File: src/rtl/rca_mp_sequencer_if.sv
// Beat-stream bundle for rca_mp_sequencer: operand input stream and registered result stream.
// The in_sub member exists only when RCA_SEQ_SUB_EN is defined.
interface rca_mp_sequencer_if #(
  parameter int unsigned N = 8
);
  logic         in_valid;
  logic         in_ready;
  logic [N-1:0] in_a;
  logic [N-1:0] in_b;
  logic         in_cin;
  logic         in_last;
`ifdef RCA_SEQ_SUB_EN
  logic         in_sub;
`endif
  logic         out_valid;
  logic         out_ready;
  logic [N-1:0] out_sum;
  logic         out_last;
  logic         out_cout;
  logic         err_trunc;

  modport master (
    output in_valid, in_a, in_b, in_cin, in_last,
`ifdef RCA_SEQ_SUB_EN
    output in_sub,
`endif
    output out_ready,
    input  in_ready, out_valid, out_sum, out_last, out_cout, err_trunc
  );

  modport slave (
    input  in_valid, in_a, in_b, in_cin, in_last,
`ifdef RCA_SEQ_SUB_EN
    input  in_sub,
`endif
    input  out_ready,
    output in_ready, out_valid, out_sum, out_last, out_cout, err_trunc
  );
endinterface

File: src/rtl/rca_mp_sequencer.sv
// Multi-precision add sequencer around an external N-bit ripple-carry adder.
// Optional subtract mode (in_sub) is enabled by defining RCA_SEQ_SUB_EN.
module rca_mp_sequencer #(
  parameter int unsigned N         = 8,
  parameter int unsigned MAX_BEATS = 4
) (
  input  logic                 clk,
  input  logic                 rst_n,
  rca_mp_sequencer_if.slave    bus,
  output logic [N-1:0]         adder_a,
  output logic [N-1:0]         adder_b,
  output logic                 adder_cin,
  input  logic [N-1:0]         adder_sum,
  input  logic                 adder_cout
);

  localparam int unsigned CNT_W = $clog2(MAX_BEATS + 1);

  typedef enum logic {IDLE, ACTIVE} state_t;

  state_t           state_q, state_d;
  logic [CNT_W-1:0] count_q;
  logic             carry_q;
  logic             first;
  logic             sub;
  logic             accept;
  logic             eff_last;
`ifdef RCA_SEQ_SUB_EN
  logic             sub_q;
`endif

  // State register
  always_ff @(posedge clk or negedge rst_n) begin
    if (!rst_n) state_q <= IDLE;
    else        state_q <= state_d;
  end

  // Next state: a word ends on any accepted beat whose effective last is set
  always_comb begin
    state_d = state_q;
    if (accept) state_d = eff_last ? IDLE : ACTIVE;
  end

  // Handshake and adder drive
  always_comb begin
    first        = (state_q == IDLE);
`ifdef RCA_SEQ_SUB_EN
    sub          = first ? bus.in_sub : sub_q;
`else
    sub          = 1'b0;
`endif
    bus.in_ready = !bus.out_valid || bus.out_ready;
    accept       = bus.in_valid && bus.in_ready;
    eff_last     = bus.in_last || (count_q == CNT_W'(MAX_BEATS - 1));
    adder_a      = bus.in_a;
    adder_b      = sub ? ~bus.in_b : bus.in_b;
    if (first) adder_cin = sub ? 1'b1 : bus.in_cin;
    else       adder_cin = carry_q;
  end

  // Result register, carry chain, beat count and sticky truncation flag
  always_ff @(posedge clk or negedge rst_n) begin
    if (!rst_n) begin
      bus.out_valid <= 1'b0;
      bus.out_sum   <= '0;
      bus.out_last  <= 1'b0;
      bus.out_cout  <= 1'b0;
      bus.err_trunc <= 1'b0;
      carry_q       <= 1'b0;
      count_q       <= '0;
    end else if (accept) begin
      bus.out_valid <= 1'b1;
      bus.out_sum   <= adder_sum;
      bus.out_last  <= eff_last;
      bus.out_cout  <= eff_last ? adder_cout : 1'b0;
      carry_q       <= adder_cout;
      count_q       <= eff_last ? '0 : count_q + CNT_W'(1);
      if (eff_last && !bus.in_last) bus.err_trunc <= 1'b1;
    end else if (bus.out_ready) begin
      bus.out_valid <= 1'b0;
    end
  end

`ifdef RCA_SEQ_SUB_EN
  // Subtract mode is latched on the first beat and held for the word
  always_ff @(posedge clk or negedge rst_n) begin
    if (!rst_n)              sub_q <= 1'b0;
    else if (accept && first) sub_q <= bus.in_sub;
  end
`endif

endmodule

File: src/flat_wrapper.sv
// flat-port wrapper written by rule: the top's interface ports become plain ports
module rca_mp_sequencer_flat 
#(
  parameter int unsigned N         = 8,
  parameter int unsigned MAX_BEATS = 4
)
  (clk, rst_n, adder_a, adder_b, adder_cin, adder_sum, adder_cout, bus_in_valid, bus_in_a, bus_in_b, bus_in_cin, bus_in_last, bus_out_ready, bus_in_ready, bus_out_valid, bus_out_sum, bus_out_last, bus_out_cout, bus_err_trunc);
  rca_mp_sequencer_if #(.N(N)) bus_i ();
  input  logic clk;
  input  logic rst_n;
  output logic [N-1:0] adder_a;
  output logic [N-1:0] adder_b;
  output logic adder_cin;
  input  logic [N-1:0] adder_sum;
  input  logic adder_cout;
  input wire logic [$bits(bus_i.in_valid)-1:0] bus_in_valid;
  input wire logic [$bits(bus_i.in_a)-1:0] bus_in_a;
  input wire logic [$bits(bus_i.in_b)-1:0] bus_in_b;
  input wire logic [$bits(bus_i.in_cin)-1:0] bus_in_cin;
  input wire logic [$bits(bus_i.in_last)-1:0] bus_in_last;
  input wire logic [$bits(bus_i.out_ready)-1:0] bus_out_ready;
  output wire logic [$bits(bus_i.in_ready)-1:0] bus_in_ready;
  output wire logic [$bits(bus_i.out_valid)-1:0] bus_out_valid;
  output wire logic [$bits(bus_i.out_sum)-1:0] bus_out_sum;
  output wire logic [$bits(bus_i.out_last)-1:0] bus_out_last;
  output wire logic [$bits(bus_i.out_cout)-1:0] bus_out_cout;
  output wire logic [$bits(bus_i.err_trunc)-1:0] bus_err_trunc;
  assign bus_i.in_valid = bus_in_valid;
  assign bus_i.in_a = bus_in_a;
  assign bus_i.in_b = bus_in_b;
  assign bus_i.in_cin = bus_in_cin;
  assign bus_i.in_last = bus_in_last;
  assign bus_i.out_ready = bus_out_ready;
  assign bus_in_ready = bus_i.in_ready;
  assign bus_out_valid = bus_i.out_valid;
  assign bus_out_sum = bus_i.out_sum;
  assign bus_out_last = bus_i.out_last;
  assign bus_out_cout = bus_i.out_cout;
  assign bus_err_trunc = bus_i.err_trunc;
  rca_mp_sequencer #(.N(N), .MAX_BEATS(MAX_BEATS)) u_core (.clk(clk), .rst_n(rst_n), .bus(bus_i), .adder_a(adder_a), .adder_b(adder_b), .adder_cin(adder_cin), .adder_sum(adder_sum), .adder_cout(adder_cout));
endmodule
File: config.mk
export PLATFORM = sky130hd
export DESIGN_NAME = rca_mp_sequencer_flat
export DESIGN_NICKNAME = d
export VERILOG_FILES = /design/src/rtl/rca_mp_sequencer_if.sv /design/src/rtl/rca_mp_sequencer.sv /design/src/flat_wrapper.sv
export SDC_FILE = /design/constraint.sdc
export NUM_CORES = 1
export LEC_CHECK = 0
export ABC_AREA = 0
export BUFFER_PORTS_ARGS = -buffer_cell sky130_fd_sc_hd__buf_2
export CAP_MARGIN = 5
export CORE_AREA = 2 2 49 51
export CTS_BUF_LIST = sky130_fd_sc_hd__clkbuf_2
export CTS_CLUSTER_SIZE = 28
export DETAILED_ROUTE_END_ITERATION = 6
export DIE_AREA = 0 0 51 53
export PLACE_DENSITY = 0.76
export SLEW_MARGIN = 0
export SYNTH_ARGS = -nofsm -noshare
export SYNTH_HDL_FRONTEND = slang
export SYNTH_SLANG_ARGS = --single-unit
File: constraint.sdc
create_clock -name clk -period 1.81 [get_ports clk]
set_clock_uncertainty 0.1 [all_clocks]
set_input_delay 0.362 -clock clk [delete_from_list [all_inputs] [get_ports clk]]
set_output_delay 0.362 -clock clk [all_outputs]
set_load 0.1 [all_outputs]
; ---- After elaboration in Yosys (flattened, before gate mapping)
; Cells that the tools add are included.
[word_totals]
n_memories = 0
register_bits = 17
ram_bits = 0
romBits = 0
out_inout_bits = 30
wordCells = 24
latch_bits = 0
input_bits = 31
[op_classes]
n_shift = 0
n_reduce_logical = 8
n_mux = 6
bitwise_logic = 0
magnitude_cmp = 0
div = 0
addsub = 1
eq_ne = 1
mul = 0
[ops]
columns = op, count
row1 = 1-bit two-way mux, 5
row2 = "3-bit by 1-bit adder with 3-bit output, second input constant", 1
row3 = "3-bit by 2-bit == test with 1-bit output, second input constant", 1
row4 = 3-bit two-way mux, 1
row5 = 1-bit logical AND, 2
row6 = 1-bit zero test, 2
row7 = 1-bit logical OR, 2
row8 = 2-bit AND reduction, 1
row9 = 2-bit nonzero test, 1

; ---- Depth between registers and ports, before layout
; Gate-level depths: netlist of run 1.
[logic_depth]
ltp_word = 4
depth_mapped = 5

; ---- Least setup slack after synthesis of run 1
; No wires, ideal clock.
[synth_timing]
path_kind = register to register
from = reg u_core.bus.out_valid
to = reg u_core.bus.out_sum[0]
setup_ps = 126
path_stages_with_launch = 6
arrival_ps = 2139
setup_slack_ps = -555
path_cell_list = dfrtp_1 nand2b_4 and2_4 buf_6 buf_8 mux2_4
[synth_between]
elab_chain_len = 3
[synth_lines]
columns = item, line
row1 = from (decl), rca_mp_sequencer_if.sv:37  ; output in_ready, out_valid, out_sum, out_last, out_cout, err_trunc
row2 = from (signal assigned), rca_mp_sequencer.sv:64  ; bus.out_valid <= 1'b0;
row3 = from (signal assigned), rca_mp_sequencer.sv:72  ; bus.out_valid <= 1'b1;
row4 = from (signal assigned), rca_mp_sequencer.sv:80  ; bus.out_valid <= 1'b0;
row5 = 1-bit zero test, rca_mp_sequencer.sv:52  ; bus.in_ready = !bus.out_valid || bus.out_ready;
row6 = 1-bit logical OR, rca_mp_sequencer.sv:52
row7 = via bus_in_ready, flat_wrapper.sv:22  ; output wire logic [$bits(bus_i.in_ready)-1:0] bus_in_ready;
row8 = 1-bit logical AND, rca_mp_sequencer.sv:53  ; accept = bus.in_valid && bus.in_ready;
row9 = to (signal assigned), rca_mp_sequencer.sv:73  ; bus.out_sum <= adder_sum;
row10 = to (decl), rca_mp_sequencer_if.sv:37
; The timed path passes the listed nets, and every way through them passes these cells.
; A chain may end at the register's enable or synchronous reset.

; ---- Worst setup path after layout of run 1
[layout_timing]
from = reg u_core.state_q
to = out adder_cin
[layout_between]
elab_chain_len = 1
[layout_lines]
columns = item, line
row1 = from (decl), rca_mp_sequencer.sv:21  ; state_t state_q, state_d;
row2 = from (signal assigned), rca_mp_sequencer.sv:35  ; else state_q <= state_d;
row3 = 1-bit two-way mux, rca_mp_sequencer.sv:57  ; if (first) adder_cin = sub ? 1'b1 : bus.in_cin;
row4 = to (decl), flat_wrapper.sv:13  ; output logic adder_cin;
; No other way between the ends.

==> out/metrics.yaml, run 1 <==
critical_path:
  ff2ff_setup_slack_ns: 0.24
  crit_arrival_ns: 1.21
  cp.depth: 2
  r2r_cells: 5
  startpoint: "u_core.state_q$_DFFE_PN0P_"
  cp_cell_sequence: "mux2_2 > buf_6"
  crit_path_start_kind: "flop"
  cp_slowest_cell: "dfrtp_1"
  required_ns: 1.35
  r2r_end: "u_core.bus.out_cout$_DFFE_PN0P_"
  crit_path_end_kind: "output pin"
  critPathCapture: "adder_cin"
  max_stage_delay_ns: 0.39
  crit_path_max_fanout: 2
  path_class: "reg -> out"
  rr_startpoint: "u_core.count_q[0]$_DFFE_PN0P_"
  critPathTopFamily: "flip-flops"
  path_buf_inv: 1
finish:
  final_cell_mix: "buf_2, dfrtp_1, mux2_2"
  design_area_um2: 923
  synthToLayoutAreaGrowth_pct: 8.37
  antenna_cells: 0
  final_cells: 109
  nets: 115
  layout-drive-gt1-share: 0.580
  layout_commonest_cell: "buf_2"
route:
  vias: 502
  drc: 0
  drt_iter0_drc: 3
  ant_nets: 0
  totalWireLength_um: 1400
  dr.pass1.iters: 4
  vias_per_cell: 4.61
  wl_per_cell_um: 12.8
die:
  die_w_um: 51
  dieArea_um2: 2700
  die-height_um: 53
  ios: 61
  rows: 17
  coreArea_um2: 2150
  start_util: 0.397
power_and_ir_drop:
  ir_drop_mv: 0.674
  p_leak_nw: 0.466
  p_per_area_nw_per_um2: 1320
grt:
  grt_pass1_vias: 472
  grtUsageTotal: 0.116
  antenna_found_initial: 0
  grt_pass1_wl_um: 2240
  grt_overflow: 0
  grt_max_degree: 18
synthesis:
  synth_seq_area_share: 0.499
  yosys_warnings: 0
  syn_area_per_cell_um2: 12.9
  synth_cell_types: 20
  ys_seq_elements: 17
  syn_area_um2: 852
  synthesis.nets: 99
  synthCells: 66
clock_tree:
  cts-root-buf: "clkbuf_2"
  cts_made_buffers: 3
  cts_sinks: 17
  htree_levels: 1
  cts.path.max_buffers: 2
  cts_tree: "built"
  clock_latency_ns: 0.28
  post-cts-setup-buffer-count: 0
  clkSlewWorstSetupHoldPaths_ns: 0.14
sta:
  final-setup-viol-count: 0
  holdWs_ns: 0.202
  finalHoldViolCount: 0
  worst_pin_slew_ns: 0.488
  post-route-period-util: 0.925
  min_period_ns: 1.67
  maxSlewViolCount: 0
  maxClockFrequency_mhz: 598
  max_slew_margin: 0.677
  rsz0062_at_grt: "no"
  final.setup.tns_ns: 0
min_path:
  hold_class: "in -> reg"
placement:
  portBuffers: 28
  place_area_um2: 885
  gp_congestion: 0.759
  dp.cells: 104
flow_run:
  drv_cap: 0
outcome:
  status: "finished clean"
==> through the flow <==
| stage | power, W | setup WS, ns | util |
|---|---|---|---|
| after floorplan | 0.00113 | -0.0841 | - |
| after global placement | 0.00105 | 0.324 | 0.412 |
| after detailed placement | 0.00105 | 0.256 | 0.412 |
| after CTS | 0.00123 | 0.0720 | 0.428 |
| final | 0.00122 | 0.136 | 0.430 |
| after global routing | 0.00129 | 0.0306 | 0.430 |
==> what timing repair did <==
item / 4_1_cts / 5_1_grt
endpoints found under the setup margin: 2 / 1
hold buffers: 1 / 0
gates resized for setup: 2 / 1
hold endpoints to repair: 17 / 0
==> Yosys cell counts, drive strengths merged <==
library cell | number | area [um2]
nand2b | 1 | 13.8
o21ai | 3 | 15.0
nor2b | 1 | 6.26
mux2 | 11 | 139
nand3 | 1 | 5.00
nor2 | 1 | 3.75
nand4 | 1 | 6.26
inv | 4 | 15.0
mux2i | 1 | 10.0
and2 | 1 | 8.76
a31o | 1 | 8.76
buf | 18 | 146
dfrtp | 17 | 425
ha | 2 | 25.0
or2b | 1 | 7.51
nand4b | 1 | 8.76
o21a | 1 | 7.51
==> worst min path at each step <==
stage                       startpoint                           endpoint  slack (ns)  cells past startpoint
after floorplan                  rst_n   u_core.bus.err_trunc$_DFFE_PN0P_       -0.03                      0
after global placement           rst_n   u_core.bus.out_valid$_DFFE_PN0P_        0.20                      1
after detailed placement         rst_n   u_core.bus.out_valid$_DFFE_PN0P_        0.20                      1
after CTS                 adder_sum[6]  u_core.bus.out_sum[6]$_DFFE_PN0P_        0.18                      2
after global routing      adder_sum[0]  u_core.bus.out_sum[0]$_DFFE_PN0P_        0.15                      2
final                     adder_sum[6]  u_core.bus.out_sum[6]$_DFFE_PN0P_        0.20                      2
==> area by class of cell <==
type                       instances  area (um2)
sequential                        17         429
timing repair buffer              29         159
inverter                           4        15.0
multi-input combinational         27         265
tap                               28        35.0
fill                             227        1220
clock buffer                       4        20.0
==> routing by layer <==
metal / wire (um) / GRT usage / part of all wire / up-vias
li1: - / - / - / 232
met1: 545 / 0.135 / 0.39 / 236
met2: 671 / 0.177 / 0.48 / 28
met3: 158 / 0.0395 / 0.11 / 6
met4: 23 / 0.0811 / 0.016 / 0
met5: 0 / 0 / 0 / -
==> kinds of logic (layout without fill, tap and decap cells) <==
family,Yosys count,in the layout,share of synthesized area
mux,12,12,0.175
buf+inv,22,37,0.189
simple gates,8,8,0.0705
fa+ha+maj,2,2,0.0294
flops,17,17,0.499
compound gates,5,5,0.0367
==> flip-flops by register name (all words and copies together), names as in the netlist <==
| register | flops |
|---|---|
| u_core.bus.out_sum | 8 |
| u_core.count_q | 3 |
| u_core.bus.err_trunc | 1 |
| u_core.bus.out_cout | 1 |
| u_core.bus.out_last | 1 |
| u_core.bus.out_valid | 1 |
| u_core.carry_q | 1 |
| u_core.state_q | 1 |
==> report_power, final <==
part	switching (W)	internal [W]
Combinational	0.000451	0.000122
Clock	0.000109	0.0000586
Sequential	0.0000339	0.000444
No activity file was read; power rests on OpenSTA's default activity.
==> run 2: changes to the inputs <==
--- a/config.mk
+++ b/config.mk
@@ -6,14 +6,14 @@
 export NUM_CORES = 1
 export LEC_CHECK = 0
 export ABC_AREA = 0
-export BUFFER_PORTS_ARGS = -buffer_cell sky130_fd_sc_hd__buf_2
 export CAP_MARGIN = 5
-export CORE_AREA = 2 2 49 51
+export CORE_AREA = 2 2 45 47
 export CTS_BUF_LIST = sky130_fd_sc_hd__clkbuf_2
 export CTS_CLUSTER_SIZE = 28
 export DETAILED_ROUTE_END_ITERATION = 6
-export DIE_AREA = 0 0 51 53
-export PLACE_DENSITY = 0.76
+export DIE_AREA = 0 0 47 49
+export DONT_BUFFER_PORTS = 1
+export PLACE_DENSITY = 0.6
 export SLEW_MARGIN = 0
 export SYNTH_ARGS = -nofsm -noshare
 export SYNTH_HDL_FRONTEND = slang
==> out/metrics.yaml, run 2 (synthesis results as in run 1) <==
sta:
  rsz0062_at_grt: "no"
  post-route-period-util: 0.961
  max_slew_margin: 0.401
  finalWorstSetupSlack_ns: 0.0706
  worst_pin_slew_ns: 0.899
  min_period_ns: 1.74
  finalHoldViolCount: 0
  final-setup-viol-count: 0
  maxClockFrequency_mhz: 575
  holdWs_ns: 0.0844
  maxSlewViolCount: 0
die:
  coreArea_um2: 1840
  rows: 16
  die-height_um: 49
  start_util: 0.463
  die_w_um: 47
  dieArea_um2: 2300
  ios: 61
critical_path:
  crit_path_start_kind: "flop"
  crit_path_end_kind: "output pin"
  required_ns: 1.35
  crit_path_max_fanout: 2
  crit_arrival_ns: 1.28
  path_class: "reg -> out"
grt:
  grt_pass1_vias: 442
  grt_pass1_wl_um: 1880
  grt_max_degree: 18
  antenna_found_initial: 0
  grtUsageTotal: 0.114
  grt_overflow: 0
finish:
  largest_register: "u_core.bus.out_sum"
  final_cell_mix: "dfrtp_1, mux2_2, mux2_4"
  reg.largest.list: "u_core.bus.out_sum x8, u_core.count_q x3"
  layout-drive-gt1-share: 0.414
  n_fill_cell: 178
  nets: 92
  largest_reg_flops: 8
  synthToLayoutAreaGrowth_pct: -3.96
  antenna_cells: 0
  multiInputGateArea_um2: 269
  regArea_um2: 430
  layout_commonest_cell: "dfrtp_1"
  design_area_um2: 818
route:
  dr.pass1.iters: 2
  drc: 0
  drt_iter0_drc: 2
  totalWireLength_um: 1240
  wl_per_cell_um: 14.6
  vias_per_cell: 4.86
  ant_nets: 0
  vias: 413
power_and_ir_drop:
  p_leak_nw: 0.378
  ir_drop_mv: 0.682
  p_per_area_nw_per_um2: 1420
clock_tree:
  cts_made_buffers: 3
  clock_latency_ns: 0.31
  clkSlewWorstSetupHoldPaths_ns: 0.18
  cts_tree: "built"
  htree_levels: 1
  post-cts-setup-buffer-count: 0
  cts_sinks: 17
  cts.path.max_buffers: 2
  cts-root-buf: "clkbuf_2"
placement:
  place_area_um2: 773
  dp_hpwl_um: 906
  preCtsSetupSlack_ns: 0.274
  portBuffers: 0
  gp_congestion: 0.697
outcome:
  status: "finished clean"
flow_run:
  drv_cap: 0
min_path:
  hold_class: "in -> reg"
-- run 2: cell count changes in the layout (fill, tap and decap cells not counted) --
cell / previous run / this run
mux2_2: 7 / 6
buf_6: 1 / 0
mux2_4: 4 / 5
dlygate4sd3_1: 1 / 2
clkinv_2: 0 / 1
buf_2: 26 / 0
dfrtp_2: 0 / 1
dfrtp_1: 16 / 15
clkbuf_2: 4 / 3
buf_4: 1 / 4
-- run 2: worst paths after layout --
check / end / depth (start not counted) / from / slack [ns]
hold / removal: u_core.bus.out_sum[1]$_DFFE_PN0P_ / 1 / adder_sum[1] / 0.08
hold reg to reg: u_core.count_q[0]$_DFFE_PN0P_ / 1 / u_core.count_q[0]$_DFFE_PN0P_ / 0.39
min in group asynchronous: u_core.bus.out_valid$_DFFE_PN0P_ / 1 / rst_n / 0.43
setup / recovery: bus_err_trunc / 0 / u_core.bus.err_trunc$_DFFE_PN0P_ / 0.07
setup reg to reg: u_core.bus.out_cout$_DFFE_PN0P_ / 5 / u_core.count_q[1]$_DFFE_PN0P_ / 0.25
max in group asynchronous: u_core.bus.out_valid$_DFFE_PN0P_ / 1 / rst_n / 0.64
-- run 2: layout make-up --
class,instances,share of cell area
clock buffer,3,0.0183
sequential,17,0.526
timing repair buffer,6,0.0612
tap,27,0.0413
clock inverter,1,0.00612
inverter,4,0.0183
multi-input combinational,27,0.329
-- run 2: routing by layer --
layer	global-route usage	vias up	wire length [um]
met4	0.0278	0	0
met5	0	-	0
met3	0.0741	0	183
met2	0.174	35	542
met1	0.130	191	513
li1	-	187	-
-- run 2: power by group --
part,switching (W),internal [W]
logic,0.000152,0.0000898
clock network,0.000120,0.0000500
registers,0.000316,0.000438
-- run 2: repair_timing --
action | CTS | global route
hold buffers | 1 | 1
setup endpoints to repair | 0 | 2
gates resized for setup | 0 | 2
hold endpoints to repair | 17 | 1
-- run 2: through the flow --
stage,TNS (ns),instances,power (W),utilization
2_1_floorplan,-0.355,66,0.00113,-
3_3_place_gp,0,79,0.000991,0.420
3_5_place_dp,0,79,0.000992,0.420
4_1_cts,0,84,0.00117,0.436
5_1_grt,0,85,0.00122,0.444
6_report,0,85,0.00117,0.444
==> run 3: changes to the inputs <==
--- a/config.mk
+++ b/config.mk
@@ -7,13 +7,15 @@
 export LEC_CHECK = 0
 export ABC_AREA = 0
 export CAP_MARGIN = 5
-export CORE_AREA = 2 2 45 47
+export CELL_PAD_IN_SITES_DETAIL_PLACEMENT = 0
+export CELL_PAD_IN_SITES_GLOBAL_PLACEMENT = 1
+export CORE_AREA = 2 2 47 49
 export CTS_BUF_LIST = sky130_fd_sc_hd__clkbuf_2
 export CTS_CLUSTER_SIZE = 28
 export DETAILED_ROUTE_END_ITERATION = 6
-export DIE_AREA = 0 0 47 49
+export DIE_AREA = 0 0 49 51
 export DONT_BUFFER_PORTS = 1
-export PLACE_DENSITY = 0.6
+export PLACE_DENSITY = 0.73
 export SLEW_MARGIN = 0
 export SYNTH_ARGS = -nofsm -noshare
 export SYNTH_HDL_FRONTEND = slang
==> out/metrics.yaml, run 3 (synthesis results as in run 1) <==
grt:
  antenna_found_initial: 0
  use_met1: 0.116
  grtUsageTotal: 0.114
  grt_overflow: 0
  top_usage_layer: "met2"
  met2_usage: 0.185
  grt_max_degree: 18
  grt_pass1_vias: 459
  grt_use_met3: 0.0673
  grt_pass1_wl_um: 2130
power_and_ir_drop:
  p_comb_frac: 0.204
  p_seq_frac: 0.649
  p_sw_w: 0.000591
  power_frac_clock: 0.147
  p_per_area_nw_per_um2: 1450
  p_leak_nw: 0.371
  p_sw_frac: 0.507
  ir_drop_mv: 0.465
  internal_power_w: 0.000574
clock_tree:
  clock_latency_ns: 0.30
  cts_tree: "built"
  hold_buffers: 1
  htree_levels: 1
  post-cts-setup-buffer-count: 0
  cts_made_buffers: 3
  cts_sinks: 17
  cts.repair.resized: 0
  cts.path.max_buffers: 2
  cts-root-buf: "clkbuf_2"
  clkSlewWorstSetupHoldPaths_ns: 0.16
route:
  vias: 425
  totalWireLength_um: 1270
  drc: 0
  drt_iter0_drc: 3
  vias_per_cell: 5.00
  wl_per_cell_um: 15.0
  dr.pass1.iters: 2
  ant_nets: 0
critical_path:
  r2r_end: "u_core.bus.out_cout$_DFFE_PN0P_"
  critPathCapture: "adder_cin"
  crit_arrival_ns: 1.29
  startpoint: "u_core.state_q$_DFFE_PN0P_"
  cp.depth: 1
  required_ns: 1.35
  max_stage_delay_ns: 0.58
  crit_path_max_fanout: 2
  cp_slowest_cell: "mux2_2"
  crit_path_end_kind: "output pin"
  path_buf_inv: 0
  rr_startpoint: "u_core.count_q[0]$_DFFE_PN0P_"
  critPathTopFamily: "multiplexers"
  path_class: "reg -> out"
  cp_cell_sequence: "mux2_2"
  r2r_cells: 5
  crit_path_start_kind: "flop"
  ff2ff_setup_slack_ns: 0.23
sta:
  final.setup.tns_ns: 0
  maxSlewViolCount: 0
  worst_pin_slew_ns: 0.907
  maxClockFrequency_mhz: 570
  finalHoldViolCount: 0
  post-route-period-util: 0.968
  max_slew_margin: 0.396
  finalWorstSetupSlack_ns: 0.0571
  min_period_ns: 1.75
  rsz0062_at_grt: "no"
  final-setup-viol-count: 0
die:
  coreArea_um2: 2060
  dieArea_um2: 2500
  ios: 61
  die_w_um: 49
  rows: 17
  die-height_um: 51
  start_util: 0.413
min_path:
  hold_class: "in -> reg"
  min_path_cells: 1
finish:
  largest_reg_flops: 8
  layout_commonest_cell: "dfrtp_1"
  reg.largest.list: "u_core.bus.out_sum x8, u_core.count_q x3"
  antenna_cells: 0
  final_cell_mix: "dfrtp_1, mux2_2, mux2_4, inv_1, buf_4"
  layout-drive-gt1-share: 0.404
  largest_register: "u_core.bus.out_sum"
  synthToLayoutAreaGrowth_pct: -5.58
  final_cells: 85
  nets: 91
  final_util: 0.390
outcome:
  status: "finished clean"
flow_run:
  drv_cap: 0
placement:
  portBuffers: 0
  dp.cells: 80
  preCtsSetupSlack_ns: 0.250
  gp_congestion: 0.672
==> run 3: per-stage QoR <==
stage          hold slack, ns  power (W)  cell area [um2]
2_1_floorplan         -0.0336    0.00113              856
3_3_place_gp          -0.0331   0.000991              774
3_5_place_dp          -0.0333   0.000997              774
4_1_cts                0.0449    0.00118              805
5_1_grt                0.0327    0.00122              805
6_report               0.0611    0.00116              805
==> run 3: worst min path at each step <==
stage / start / endpoint / slack (ns)
after floorplan: rst_n / u_core.bus.err_trunc$_DFFE_PN0P_ / -0.03
after global placement: rst_n / u_core.carry_q$_DFFE_PN0P_ / -0.03
after detailed placement: rst_n / u_core.bus.out_valid$_DFFE_PN0P_ / -0.03
after CTS: bus_in_valid / u_core.bus.out_valid$_DFFE_PN0P_ / 0.04
after global routing: bus_in_valid / u_core.bus.out_valid$_DFFE_PN0P_ / 0.03
final: bus_in_valid / u_core.bus.out_valid$_DFFE_PN0P_ / 0.06
==> run 3: power groups by stage <==
stage               sequential [W]  clock, W  combinational [W]
floorplan                 0.000816         0           0.000314
finish                    0.000757  0.000171           0.000237
global route              0.000766  0.000198           0.000254
detailed placement        0.000766         0           0.000232
global placement          0.000764         0           0.000227
CTS                       0.000758  0.000183           0.000241
==> run 3: area by class of cell <==
type / count / area (um2)
Tap cell: 28 / 35.0
Fill cell: 209 / 1260
Sequential cell: 17 / 429
Inverter: 4 / 15.0
Multi-Input combinational cell: 27 / 265
Timing Repair Buffer: 5 / 40.0
Clock buffer: 3 / 15.0
Clock inverter: 1 / 5.00
==> run 3: routing by layer <==
| metal | part of all wire | up-vias | wire (um) |
|---|---|---|---|
| met5 | 0 | - | 0 |
| met4 | 0.0047 | 0 | 6 |
| met3 | 0.13 | 2 | 171 |
| met2 | 0.50 | 31 | 634 |
| met1 | 0.36 | 209 | 460 |
| li1 | - | 183 | - |
